===== config.mk =====
export PLATFORM = sky130hd
export DESIGN_NAME = ssd_mux_driver
export DESIGN_NICKNAME = d
export VERILOG_FILES = /design/src/rtl/ssd_pkg.sv /design/src/rtl/bin2bcd_seq.sv /design/src/rtl/ssd_mux_driver.sv
export SDC_FILE = /design/constraint.sdc
export NUM_CORES = 1
export LEC_CHECK = 0
export ABC_AREA = 0
export CORE_MARGIN = 2
export CORE_UTILIZATION = 40
export CTS_BUF_LIST = sky130_fd_sc_hd__clkbuf_8
export DETAILED_ROUTE_END_ITERATION = 10
export SLEW_MARGIN = 0
export SYNTH_ARGS = -nofsm -noshare
export SYNTH_HDL_FRONTEND = slang
export SYNTH_SLANG_ARGS = --single-unit

===== constraint.sdc =====
create_clock -name clk -period 3.73 [get_ports clk]
set_input_delay 0.5595 -clock clk [delete_from_list [all_inputs] [get_ports clk]]
set_output_delay 0.5595 -clock clk [all_outputs]
set_load 0.01 [all_outputs]

===== src/rtl/ssd_pkg.sv =====
// ssd_pkg: shared definitions for the multiplexed seven-segment driver.
//   - display mode encodings carried on the mode port
//   - 5-bit glyph codes held in the display buffer (0..F, MINUS, BLANK)
//   - conversion controller state type
//   - glyph_to_seg: glyph code -> {A,B,C,D,E,F,G} segment pattern, 1 = lit
package ssd_pkg;

    localparam logic [1:0] MODE_HEX  = 2'b00;
    localparam logic [1:0] MODE_UDEC = 2'b01;
    localparam logic [1:0] MODE_SDEC = 2'b10;
    localparam logic [1:0] MODE_RSVD = 2'b11;   // displayed as hex

    localparam logic [4:0] GLYPH_MINUS = 5'h10;
    localparam logic [4:0] GLYPH_BLANK = 5'h1F;

    typedef enum logic [1:0] {
        ST_IDLE,
        ST_HEX,
        ST_DEC
    } conv_state_t;

    function automatic logic [6:0] glyph_to_seg(input logic [4:0] g);
        logic [6:0] s;
        case (g)
            5'h00:   s = 7'b1111110;
            5'h01:   s = 7'b0110000;
            5'h02:   s = 7'b1101101;
            5'h03:   s = 7'b1111001;
            5'h04:   s = 7'b0110011;
            5'h05:   s = 7'b1011011;
            5'h06:   s = 7'b1011111;
            5'h07:   s = 7'b1110000;
            5'h08:   s = 7'b1111111;
            5'h09:   s = 7'b1111011;
            5'h0A:   s = 7'b1110111;
            5'h0B:   s = 7'b0011111;
            5'h0C:   s = 7'b1001110;
            5'h0D:   s = 7'b0111101;
            5'h0E:   s = 7'b1001111;
            5'h0F:   s = 7'b1000111;
            5'h10:   s = 7'b0000001;
            default: s = 7'b0000000;
        endcase
        return s;
    endfunction

endpackage


===== src/rtl/bin2bcd_seq.sv =====
// bin2bcd_seq: iterative (double-dabble) binary to BCD converter.
//   clk, nrst : clock, synchronous active-low reset (aborts a conversion)
//   start     : one-cycle strobe; samples bin
//   bin       : W-bit unsigned value
//   done      : one-cycle pulse, W cycles after start, when bcd is final
//   bcd       : NDIG+1 BCD digits, digit 0 in bits [3:0]
// Digits beyond NDIG+1 are discarded; the lower digits are still exact
// (value mod 10^(NDIG+1)) because each adjust only looks at its own digit.
module bin2bcd_seq
    import ssd_pkg::*;
#(
    parameter int W    = 16,
    parameter int NDIG = 4
) (
    input  logic                    clk,
    input  logic                    nrst,
    input  logic                    start,
    input  logic [W-1:0]            bin,
    output logic                    done,
    output logic [4*(NDIG+1)-1:0]   bcd
);

    localparam int BW = 4 * (NDIG + 1);
    localparam int CW = $clog2(W + 1);

    logic          active_q;
    logic          done_q;
    logic [CW-1:0] cnt_q;
    logic [W-1:0]  sh_q;
    logic [BW-1:0] bcd_q;

    function automatic logic [BW-1:0] add3(input logic [BW-1:0] b);
        logic [BW-1:0] r;
        r = b;
        for (int d = 0; d < NDIG + 1; d++) begin
            if (b[4*d +: 4] >= 4'd5) begin
                r[4*d +: 4] = b[4*d +: 4] + 4'd3;
            end
        end
        return r;
    endfunction

    always_ff @(posedge clk) begin
        if (!nrst) begin
            active_q <= 1'b0;
            done_q   <= 1'b0;
            cnt_q    <= '0;
        end else begin
            done_q <= 1'b0;
            if (start) begin
                active_q <= 1'b1;
                cnt_q    <= CW'(W);
            end else if (active_q) begin
                cnt_q <= cnt_q - 1'b1;
                if (cnt_q == CW'(1)) begin
                    active_q <= 1'b0;
                    done_q   <= 1'b1;
                end
            end
        end
    end

    // Shift datapath: one adjust-and-shift per cycle while active.
    always_ff @(posedge clk) begin
        if (start) begin
            sh_q  <= bin;
            bcd_q <= '0;
        end else if (active_q) begin
            {bcd_q, sh_q} <= {add3(bcd_q), sh_q} << 1;
        end
    end

    assign done = done_q;
    assign bcd  = bcd_q;

endmodule


===== src/rtl/ssd_mux_driver.sv =====
// ssd_mux_driver: converts a loaded value to hex / unsigned / signed decimal
// glyphs and scans them onto a multiplexed seven-segment display.
//   clk, nrst : clock, synchronous active-low reset
//   data_in   : W-bit value, sampled with mode on an accepted load
//   mode      : 00 hex, 01 unsigned dec, 10 signed dec, 11 hex
//   load      : one-cycle strobe, ignored while busy
//   busy      : conversion in progress
//   ovf       : last converted value did not fit (display shows all '-')
//   seg       : {A,B,C,D,E,F,G} of the digit selected by an, 1 = lit
//   an        : one-hot active-high digit enable, bit 0 = rightmost digit
module ssd_mux_driver
    import ssd_pkg::*;
#(
    parameter int NDIG     = 4,
    parameter int W        = 16,
    parameter int SCAN_DIV = 100_000
) (
    input  logic            clk,
    input  logic            nrst,
    input  logic [W-1:0]    data_in,
    input  logic [1:0]      mode,
    input  logic            load,
    output logic            busy,
    output logic            ovf,
    output logic [6:0]      seg,
    output logic [NDIG-1:0] an
);

    localparam int BD   = NDIG + 1;
    localparam int IW   = $clog2(NDIG);
    localparam int CNTW = $clog2(SCAN_DIV);

    function automatic logic [63:0] pow10(input int n);
        logic [63:0] r;
        r = 64'd1;
        for (int i = 0; i < n; i++) begin
            r = r * 64'd10;
        end
        return r;
    endfunction

    localparam logic [63:0] LIM_U = pow10(NDIG);
    localparam logic [63:0] LIM_S = pow10(NDIG - 1);

    conv_state_t         state_q;
    logic                busy_q;
    logic                ovf_q;
    logic                ovf_pend_q;
    logic                neg_q;
    logic [4*NDIG-1:0]   nib_q;
    logic [4:0]          disp_q [NDIG];

    logic [CNTW-1:0]     cnt_q;
    logic [IW-1:0]       idx_q;
    logic [NDIG-1:0]     an_q;
    logic [6:0]          seg_q;

    logic                accept;
    logic                is_hex_in;
    logic                neg_in;
    logic signed [W:0]   sval;
    logic [W:0]          mag;
    logic                hex_ovf_in;
    logic                dec_ovf_in;
    logic [4*NDIG-1:0]   nib_in;

    logic                bcd_done;
    logic [4*BD-1:0]     bcd;
    logic                dec_ovf;
    logic [4:0]          hex_glyph [NDIG];
    logic [4:0]          dec_glyph [NDIG];

    assign accept = load && (state_q == ST_IDLE);

    // Input side: classify the value and decide overflow at load time.
    // The magnitude is W+1 bits so the most negative value negates cleanly.
    // Positive values in signed mode need no sign position, so they get the
    // full NDIG-digit range.
    always_comb begin
        is_hex_in  = (mode == MODE_HEX) || (mode == MODE_RSVD);
        neg_in     = (mode == MODE_SDEC) && data_in[W-1];
        sval       = neg_in ? signed'({1'b1, data_in}) : signed'({1'b0, data_in});
        mag        = neg_in ? unsigned'(-sval) : unsigned'(sval);
        nib_in     = (4*NDIG)'(data_in);
        hex_ovf_in = (W > 4*NDIG) && ((data_in >> (4*NDIG)) != '0);
        dec_ovf_in = 64'(mag) >= (neg_in ? LIM_S : LIM_U);
    end

    bin2bcd_seq #(
        .W    (W),
        .NDIG (NDIG)
    ) u_bin2bcd (
        .clk   (clk),
        .nrst  (nrst),
        .start (accept && !is_hex_in),
        .bin   (mag[W-1:0]),
        .done  (bcd_done),
        .bcd   (bcd)
    );

    // Formatting: hex shows every nibble; decimal blanks leading zeros and
    // puts '-' just left of the most significant nonzero digit. A nonzero
    // top BCD digit is a second witness of overflow for the decimal path.
    always_comb begin
        int msd;
        dec_ovf = ovf_pend_q || (bcd[4*NDIG +: 4] != 4'd0);
        msd     = 0;
        for (int k = 0; k < NDIG; k++) begin
            if (bcd[4*k +: 4] != 4'd0) begin
                msd = k;
            end
        end
        for (int k = 0; k < NDIG; k++) begin
            hex_glyph[k] = ovf_pend_q ? GLYPH_MINUS : {1'b0, nib_q[4*k +: 4]};
            if (dec_ovf) begin
                dec_glyph[k] = GLYPH_MINUS;
            end else if (k <= msd) begin
                dec_glyph[k] = {1'b0, bcd[4*k +: 4]};
            end else if (neg_q && (k == msd + 1)) begin
                dec_glyph[k] = GLYPH_MINUS;
            end else begin
                dec_glyph[k] = GLYPH_BLANK;
            end
        end
    end

    // Conversion controller: the buffer and ovf change only on the edge
    // where busy falls, so a partial result is never visible.
    always_ff @(posedge clk) begin
        if (!nrst) begin
            state_q    <= ST_IDLE;
            busy_q     <= 1'b0;
            ovf_q      <= 1'b0;
            ovf_pend_q <= 1'b0;
            for (int k = 0; k < NDIG; k++) begin
                disp_q[k] <= GLYPH_BLANK;
            end
        end else begin
            case (state_q)
                ST_IDLE: begin
                    if (load) begin
                        busy_q     <= 1'b1;
                        ovf_pend_q <= is_hex_in ? hex_ovf_in : dec_ovf_in;
                        state_q    <= is_hex_in ? ST_HEX : ST_DEC;
                    end
                end
                ST_HEX: begin
                    for (int k = 0; k < NDIG; k++) begin
                        disp_q[k] <= hex_glyph[k];
                    end
                    ovf_q   <= ovf_pend_q;
                    busy_q  <= 1'b0;
                    state_q <= ST_IDLE;
                end
                ST_DEC: begin
                    if (bcd_done) begin
                        for (int k = 0; k < NDIG; k++) begin
                            disp_q[k] <= dec_glyph[k];
                        end
                        ovf_q   <= dec_ovf;
                        busy_q  <= 1'b0;
                        state_q <= ST_IDLE;
                    end
                end
                default: begin
                    busy_q  <= 1'b0;
                    state_q <= ST_IDLE;
                end
            endcase
        end
    end

    // Latched operand for the hex path.
    always_ff @(posedge clk) begin
        if (accept) begin
            nib_q <= nib_in;
            neg_q <= neg_in;
        end
    end

    // Scan: an and seg are registered together from the current index.
    always_ff @(posedge clk) begin
        if (!nrst) begin
            cnt_q <= '0;
            idx_q <= '0;
            an_q  <= NDIG'(1);
            seg_q <= 7'b0000000;
        end else begin
            if (cnt_q == CNTW'(SCAN_DIV - 1)) begin
                cnt_q <= '0;
                idx_q <= (idx_q == IW'(NDIG - 1)) ? '0 : idx_q + 1'b1;
            end else begin
                cnt_q <= cnt_q + 1'b1;
            end
            an_q  <= NDIG'(1) << idx_q;
            seg_q <= glyph_to_seg(disp_q[idx_q]);
        end
    end

    assign busy = busy_q;
    assign ovf  = ovf_q;
    assign an   = an_q;
    assign seg  = seg_q;

endmodule


## Yosys cells after proc, flatten, opt, wreduce, memory -nomap -nowiden

Memory sizes are Yosys's and may differ from the RTL's. A register that Yosys moved wholly into a read port is not among the register bits.
Cells that the tools add are included.

- Bits in registers: 88
- RAM bits: 20
- Memory bits (read-only): 224
- Memories kept: 2

- $add $sub $neg: 10
- Magnitude comparators: 10
- Eq/ne operators: 12
- Shifts and indexed selects: 1
- Mux-type cells: 64
- Bitwise operators: 10
- Reduce and logical (&&, ||, !) cells: 26

Memory list:

| name | words | width | read ports | clocked after memory_dff | write ports | line | RTL |
|---|---|---|---|---|---|---|---|
| (name not given) | 32 | 7 | 1 | 1 | 0 | ssd_pkg.sv:24 | `case (g)` |
| disp_q | 4 | 5 | 1 | 1 | 4 | ssd_mux_driver.sv:51 | `logic [4:0] disp_q [NDIG];` |

Operators with widths:

| kind | count |
|---|---|
| two-way mux 5 bit | 22 |
| equality test 3 x 32 -> 1 bit (first input constant) | 2 |
| less-or-equal comparator 3 x 32 -> 1 bit (first input constant) | 2 |
| two-way mux 32 bit | 2 |
| two-way mux 17 bit | 2 |
| adder 32 x 2 -> 32 bit (second input constant) | 1 |
| equality test 2 x 32 -> 1 bit (first input constant) | 1 |
| less-or-equal comparator 1 x 32 -> 1 bit (first input constant) | 1 |
| less-or-equal comparator 2 x 32 -> 1 bit (first input constant) | 1 |
| zero test 32 bit | 1 |
| two-way mux 16 bit | 2 |
| two-way mux 4 bit | 8 |
| greater-or-equal comparator 4 x 3 -> 1 bit (second input constant) | 5 |
| adder 17 x 1 -> 17 bit (second input constant) | 1 |
| equality test 17 bit (second input constant) | 1 |
| greater-or-equal comparator 17 x 14 -> 1 bit | 1 |
| two-way mux 1 bit | 17 |
| negation 17 bit | 1 |
| adder 4 x 2 -> 4 bit (second input constant) | 4 |
| nonzero test 4 bit | 4 |
| two-way mux 14 bit | 1 |
| two-way mux 2 bit | 6 |
| equality test 2 bit (second input constant) | 4 |
| OR 1 bit | 8 |
| 20 further kinds | 35 |

## Longest topological paths before layout

Gate-level depths: netlist of the first run.

- Depth in word-level cells: 11
- Depth in mapped cells: 12
- Gate-level depth less buffers: 10

## Modules after synthesis

Synthesis of the first run repeated with hierarchy kept, for this count alone.

- Cell total of the unflattened synthesis: 599
- Area total of the unflattened synthesis: 6,072.1 um^2

Modules (own cells, without submodules):

| module | times used | cells each | area each (um^2) | seq. area each (um^2) |
|---|---|---|---|---|
| ssd_mux_driver | 1 | 387 | 3,891.2 | 1,851.8 |
| bin2bcd_seq | 1 | 212 | 2,180.8 | 1,021.0 |

## Worst setup path after synthesis of the first run

Ideal clock, no wire load.

- Kind: input to register
- Start point: in load
- End point: reg u_bin2bcd.sh_q[0] (enable)
- Setup time: 0.372 ns
- Data arrival time: 3.014 ns
- Required time: 3.358 ns
- Slack: 0.345 ns
- Stages: 4
- Buffers on the path: 1
- Path through: nor3b_1 nand2b_1 clkbuf_1 nand2_1

- Longest elaborated chain between the ends: 3

Ends and longest elaborated chain:

| element | line | RTL |
|---|---|---|
| start: declaration | ssd_mux_driver.sv:22 | `input logic load,` |
| logical AND 1 bit | ssd_mux_driver.sv:73 | `assign accept = load && (state_q == ST_IDLE);` |
| logical AND 1 bit | ssd_mux_driver.sv:95 | `.start (accept && !is_hex_in),` |
| nonzero test 2 bit (no source line) | -- |  |
| end signal: assignment | bin2bcd_seq.sv:66 | `sh_q <= bin;` |
| end signal: assignment | bin2bcd_seq.sv:69 | `{bcd_q, sh_q} <= {add3(bcd_q), sh_q} << 1;` |
| end: declaration | bin2bcd_seq.sv:29 | `logic [W-1:0] sh_q;` |

Every way passes these cells.
A chain may end at the register's enable or synchronous reset.

## Worst setup path in the final report of the first run

- Start point: in data_in[0]
- End point: reg ovf_pend_q

- Longest elaborated chain between the ends: 5

Ends and longest elaborated chain:

| element | line | RTL |
|---|---|---|
| start: declaration | ssd_mux_driver.sv:20 | `input logic [W-1:0] data_in,` |
| two-way mux 17 bit * | ssd_mux_driver.sv:82 | `sval = neg_in ? signed'({1'b1, data_in}) : signed'({1'b0, data_in});` |
| negation 17 bit | ssd_mux_driver.sv:83 | `mag = neg_in ? unsigned'(-sval) : unsigned'(sval);` |
| two-way mux 17 bit * | ssd_mux_driver.sv:83 |  |
| greater-or-equal comparator 17 x 14 -> 1 bit * | ssd_mux_driver.sv:86 | `dec_ovf_in = 64'(mag) >= (neg_in ? LIM_S : LIM_U);` |
| two-way mux 1 bit * | ssd_mux_driver.sv:143 | `ovf_pend_q <= is_hex_in ? hex_ovf_in : dec_ovf_in;` |
| end signal: assignment | ssd_mux_driver.sv:143 |  |
| end: declaration | ssd_mux_driver.sv:48 | `logic ovf_pend_q;` |

Mark *: on every way between the ends. The rest lies on a longest branch, timed or not.

==> results of run 1 <==
-- final timing paths --
| check | start | slack, ns | end | depth (start not counted) |
|---|---|---|---|---|
| setup / recovery | data_in[0] | 0.66 | ovf_pend_q$_SDFFE_PN0P_ | 11 |
| hold / removal | u_bin2bcd.bcd[19]$_SDFFE_PP0P_ | 0.48 | u_bin2bcd.bcd[19]$_SDFFE_PP0P_ | 2 |
| setup reg to reg | u_bin2bcd.bcd[16]$_SDFFE_PP0P_ | 1.17 | disp_q[3][1]$_DFFE_PP_ | 8 |
| hold reg to reg | u_bin2bcd.bcd[19]$_SDFFE_PP0P_ | 0.48 | u_bin2bcd.bcd[19]$_SDFFE_PP0P_ | 2 |
-- flip-flops by register name (all words and copies together) (netlist names), 4 cells and up, named ones only --
signal           count
u_bin2bcd.cnt_q      5
an                   4
nib_q               16
seg                  7
u_bin2bcd.bcd       20
cnt_q               17
u_bin2bcd.sh_q      16
disp_q              20
-- logic make-up after synthesis --
kind of cell	synth area share, %
adder cells (fa/ha/maj)	6.08
flip-flops	48.1
AO/OA/AOI/OAI	12.2
multiplexers	4.13
AND/OR/NAND/NOR	19.3
XOR/XNOR	6.01
buffers and inverters	4.23
-- layer usage --
metal	routed length [microns]	share of wire, %
met5	0	0
met4	80	0.64
met3	394	3.1
met2	6190	49
met1	5910	47
-- cell type report --
class / count / share of cell area, %
sequential: 117 / 41.7
multi-input combinational: 449 / 41.4
timing repair buffer: 45 / 6.10
clock buffer: 17 / 3.39
tap: 184 / 3.34
clock inverter: 15 / 2.34
inverter: 33 / 1.80
-- synthesized netlist by cell type, types with 2 or more instances --
master / instances
nor2_1: 84
dfxtp_1: 64
nand2_1: 61
edfxtp_1: 53
a21oi_1: 46
o21ai_0: 42
inv_1: 32
ha_1: 29
xnor2_1: 25
clkbuf_1: 24
nand3_1: 18
xor2_1: 16
nand2b_1: 13
nor3_1: 13
and3_1: 10
mux2i_1: 10
nor2b_1: 9
mux4_2: 6
a211oi_1: 5
and4_1: 5
nor3b_1: 5
a221o_1: 4
a31oi_1: 4
nand4_1: 4
nor4_1: 3
nor4b_1: 3
or4_1: 3
a21boi_0: 2
a221oi_1: 2
and2_1: 2
buf_6: 2
nand3b_1: 2
o21a_1: 2
o22ai_1: 2
or2_2: 2
or3_1: 2
-- critical path, cell delays in order --
cell             delay, ns
clkdlybuf4s50_1       0.47
inv_1                 0.13
ha_1                  0.31
or4b_1                0.55
nor2b_4               0.19
a21oi_1               0.09
xor2_1                0.16
ha_1                  0.29
nand4_1               0.08
or4_1                 0.42
o211ai_1              0.18
-- power by group --
group          switching (uW)  total, uW  internal (uW)
logic                     353        566            213
clock network             516       1170            654
registers                84.8       1540           1450
total                     954       3270           2320
-- through the flow --
stage / power (uW) / utilization, % / worst slack, ns / std cells / cell area (sq um)
2_1_floorplan: 1950 / - / 0.345 / 628 / 5970
3_3_place_gp: 2120 / 44.7 / 0.319 / 828 / 6500
3_5_place_dp: 2130 / 44.7 / 0.210 / 828 / 6500
4_1_cts: 3320 / 47.4 / 0.679 / 860 / 6890
5_1_grt: 3470 / 47.4 / 0.457 / 860 / 6890
6_report: 3270 / 47.4 / 0.662 / 860 / 6890
==> key figures, run 1 <==
GRT
  – Met2 usage: 28.2%
  – GR met3 Demand/Resource: 4.63%
  – Grt peak-use layer: met2
  – Total track usage: 16.7%
  – Largest net degree at the start of global routing: 27
  – Initial antenna violation count: 0
  – Vias in the first global route: 4403
  – GR Overflow Total: 0
  – First-pass GRT wire length: 21.2 mm
  – Met1 GRT Util: 20.6%

Run
  – MaxCap Viol Count: 0

Timing
  – Fin. Hold Viols: 0
  – Final Slew Violations: 0
  – Unrepaired setup endpoints after global routing: no
  – Worst slew pin tran: 0.983 ns
  – Setup-failing EPs final: 0
  – Max_slew headroom: 34.1%
  – Hold Worst Slack: 0.484 ns
  – Final Skew: 0.0116 ns
  – Setup TNS: 0 ns
  – Fmax achieved: 0.326 GHz
  – Ratio of final minimum period to clock period: 82.2%
  – Final Critical Period: 3.07 ns

Routing
  – Via density: 5.12
  – Wirelength, routed: 12.6 mm
  – WL/cell: 14.6 microns
  – Initial DRT Pass Iterations: 4
  – Via Count: 4402
  – DRC: 0
  – ANT nets after route: 0
  – Initial DRC Count: 204

CTS
  – Clk buf depth: 2
  – # Post-CTS Setup Buffers: 0
  – Clock-pin slew on the worst setup and hold paths: 0.07 ns
  – Hold_buf cts: 0
  – CTS tree: done
  – Worst-skew pair later-pin latency: 0.44 ns
  – H-tree depth: 4
  – Resized cells post-CTS: 0
  – Num CTS Buffers: 17
  – CTS Sinks: 117
  – Root Driver: clkbuf_8

Power and ir drop
  – PwrDens: 475 nW/um^2
  – Leakage power: 0.00254 uW
  – Peak supply drop: 0.000229 V

Layout
  – Most frequent cells in the layout: nor2_1 (84), dfxtp_1 (64), nand2_1 (61)
  – Ant. Diodes: 0
  – Register area: 2870 sq um
  – Fillers: 1377
  – Layout cell share with drive strength beyond 1: 7.84%
  – Area grow syn2layout: 15.4%
  – Multi-input gate area: 2850 sq um
  – Final #Nets: 713
  – Most common cell after layout, fill and taps aside: nor2_1

Floorplan
  – Num rows: 44
  – Core area: 14500 sq um
  – DIE WIDTH: 126 microns
  – Initial Utilization: 41.1%
  – Die extent in y: 126 microns
  – Die Area: 15900 sq um
  – Io pins: 34

Worst setup path
  – Critical path required time: 4.08 ns
  – WP data arrival: 3.42 ns
  – Startpoint types: input port
  – CP Class: in2reg
  – Crit-path max FO: 7
  – Worst Setup End Kind: flop

Yosys
  – Synthesized Nets: 678
  – Share of async-settable or async-resettable flops after synthesis: 0%
  – Most frequently used flop master after synthesis: dfxtp_1
  – Area leader, netlist: edfxtp_1
  – Flops & latches, synth: 117
  – Mapped Avg Cell Area: 9.51 sq um
  – Yosys warning count: 0
  – Cell Area, Synth: 5970 sq um
  – Cells after Synth: 628
  – Synth top area cells: edfxtp_1 (27%), dfxtp_1 (21%), ha_1 (6.1%)
  – Yosys cell types: 55
  – Register area share after synthesis: 48.1%
  – Post-synth EDFFs: 53
  – Synth top area share: 26.6%

Min path
  – HP Class: reg2reg

Placement
  – Final GP Congestion: 0.916
  – Post-DP HPWL: 9.11 mm
  – Port bufs: 33

Status
  – Outcome: complete, no violations
Note: power is estimated with default switching activity, not from simulation.
==> inputs of run 2 (changes only) <==
clock period = 2.5 ns   (was 3.73 ns; I/O delays follow)
==> key figures, run 2 (synthesis results as in run 1) <==
GRT
  – First-pass GRT wire length: 22.5 mm (+6.0%)
  – Total track usage: 17.8% (+1.1 points)
  – Largest net degree at the start of global routing: 26 (-3.7%)
  – Initial antenna violation count: 0 (unchanged)
  – GR Overflow Total: 0 (unchanged)
  – Vias in the first global route: 4547 (+3.3%)

Worst setup path
  – Worst Setup End Kind: flop
  – RR Startpoint: u_bin2bcd.bcd[12]$_SDFFE_PP0P_
  – Critical path required time: 2.87 ns (-1.21 ns)
  – Startpoint types: input port
  – FF-to-FF setup slack: 0.35 ns (-0.82 ns)
  – WP data arrival: 2.69 ns (-0.73 ns)
  – Reg2reg end: disp_q[1][2]$_SDFFCE_PP1P_
  – CP Launch Point: data_in[11]
  – FF-to-FF path depth: 8 (unchanged)
  – CP Class: in2reg
  – Crit-path max FO: 4 (-3)

Floorplan
  – Core area: 14500 sq um (unchanged)
  – Initial Utilization: 41.1% (unchanged)
  – Die extent in y: 126 microns (unchanged)
  – Io pins: 34 (unchanged)
  – Num rows: 44 (unchanged)
  – DIE WIDTH: 126 microns (unchanged)
  – Die Area: 15900 sq um (unchanged)

Placement
  – Port bufs: 33 (unchanged)
  – Post-DP HPWL: 10.1 mm (+11%)
  – Final GP Congestion: 0.896 (-2.3%)

Power and ir drop
  – Peak supply drop: 0.000346 V (+51%)
  – Leakage power: 0.00274 uW (+8.1%)
  – PwrDens: 687 nW/um^2 (+45%)

Status
  – Outcome: complete, no violations

Layout
  – Layout cell share with drive strength beyond 1: 14.3% (+6.5 points)
  – Multi-input gate area: 2860 sq um (+0.35%)
  – Ant. Diodes: 0 (unchanged)
  – Fillers: 1364 (-0.94%)
  – Most frequent cells in the layout: nor2_1 (84), dfxtp_1 (64), nand2_1 (61)
  – Most common cell after layout, fill and taps aside: nor2_1
  – Final #Nets: 756 (+6.0%)
  – Area grow syn2layout: 21.4%
  – Register area: 2870 sq um (unchanged)
  – Final core occ: 49.9% (+2.5 points)

CTS
  – Worst-skew pair later-pin latency: 0.45 ns (about the same)
  – CTS Sinks: 117 (unchanged)
  – Clock-pin slew on the worst setup and hold paths: 0.08 ns (about the same)
  – Root Driver: clkbuf_8
  – H-tree depth: 4 (unchanged)
  – Clk buf depth: 2 (unchanged)
  – Num CTS Buffers: 17 (unchanged)
  – CTS tree: done

Min path
  – HP Class: in2reg
  – Hold path start: data_in[0]
  – Worst hold path endpoint: nib_q[0]$_DFFE_PP_
  – Hold depth: 2 (unchanged)

Timing
  – Final Slew Violations: 0 (unchanged)
  – Final Skew: 0.00610 ns (-0.00546 ns)
  – Ratio of final minimum period to clock period: 92.6%
  – Hold Worst Slack: 0.294 ns (-0.189 ns)
  – Fmax achieved: 0.432 GHz
  – Setup-failing EPs final: 0 (unchanged)
  – Worst slew pin tran: 0.960 ns (-0.0235 ns)
  – Fin. Hold Viols: 0 (unchanged)
  – Final Critical Period: 2.32 ns
  – Unrepaired setup endpoints after global routing: no
  – Max_slew headroom: 35.7% (+1.6 points)

Routing
  – Initial DRC Count: 319 (+56%)
  – Via Count: 4718 (+7.2%)
  – Via density: 5.22 (+2.1%)
  – WL/cell: 15.0 microns (+2.9%)
  – ANT nets after route: 0 (unchanged)
  – Initial DRT Pass Iterations: 4 (unchanged)
  – Wirelength, routed: 13.6 mm (+8.0%)
  – DRC: 0 (unchanged)

Run
  – MaxCap Viol Count: 0 (unchanged)
==> run 2: cell count changes in the layout (fill, tap and decap cells not counted), sizes merged <==
| cell | delta |
|---|---|
| buf | +43 |
| dlymetal6s2s | +2 |
| clkdlybuf4s50 | -2 |
| bufinv | -1 |
| inv | -4 |
| clkinvlp | +5 |
==> run 2: critical path, cell delays in order <==
cell and delay, ns:
clkdlybuf4s50_1 0.50, or4_1 0.62, o41ai_4 0.36, xor2_1 0.22, nand2_1 0.10, or3_1 0.35, o211ai_1 0.16
==> run 2: routing by layer <==
metal / vias to the layer above / part of all wire, % / global-route usage, %
li1: 2357 / - / -
met5: - / 0 / 0
met1: 2229 / 47 / 22.8
met3: 16 / 4.1 / 3.74
met4: 0 / 1.7 / 6.98
met2: 116 / 48 / 29.5
==> run 2: area by class of cell <==
cell class	instances	share of cell area [%]
clock buffer	17	3.23
clock inverter	15	2.16
inverter	33	1.71
multi-input combinational	449	39.5
sequential	117	39.6
tap	184	3.17
timing repair buffer	88	10.7
==> run 2: where the power goes <==
part	internal, uW	switching [uW]
clock	886	829
sequential	2170	133
combinational	403	565
total	3460	1530
==> run 2: how the worst max path moves through the flow <==
| stage | to | slack (ns) | cells after the start |
|---|---|---|---|
| after CTS | ovf_pend_q$_SDFFE_PN0P_ | 0.03 | 10 |
| after detailed placement | ovf_pend_q$_SDFFE_PN0P_ | -0.44 | 11 |
| after floorplan | ovf_pend_q$_SDFFE_PN0P_ | -0.11 | 12 |
| after global placement | ovf_pend_q$_SDFFE_PN0P_ | -0.40 | 10 |
| after global routing | disp_q[1][1]$_SDFFCE_PP1P_ | 0.06 | 8 |
| final | ovf_pend_q$_SDFFE_PN0P_ | 0.18 | 7 |
==> run 2: timing repair <==
item | CTS | global route
hold buffers | 0 | 0
setup endpoints to repair | 0 | 1
setup buffers | 0 | 1
resized for setup | 0 | 3
==> run 2: through the flow <==
stage	TNS [ns]	cell area [sq um]	instances	setup WS [ns]	power (uW)
floorplan	-0.109	5990	628	-0.109	2910
global placement	-0.515	6850	870	-0.398	3260
detailed placement	-0.579	6850	870	-0.436	3300
CTS	0	7240	902	0.0334	5020
global route	0	7250	903	0.0647	5250
finish	0	7250	903	0.184	4980
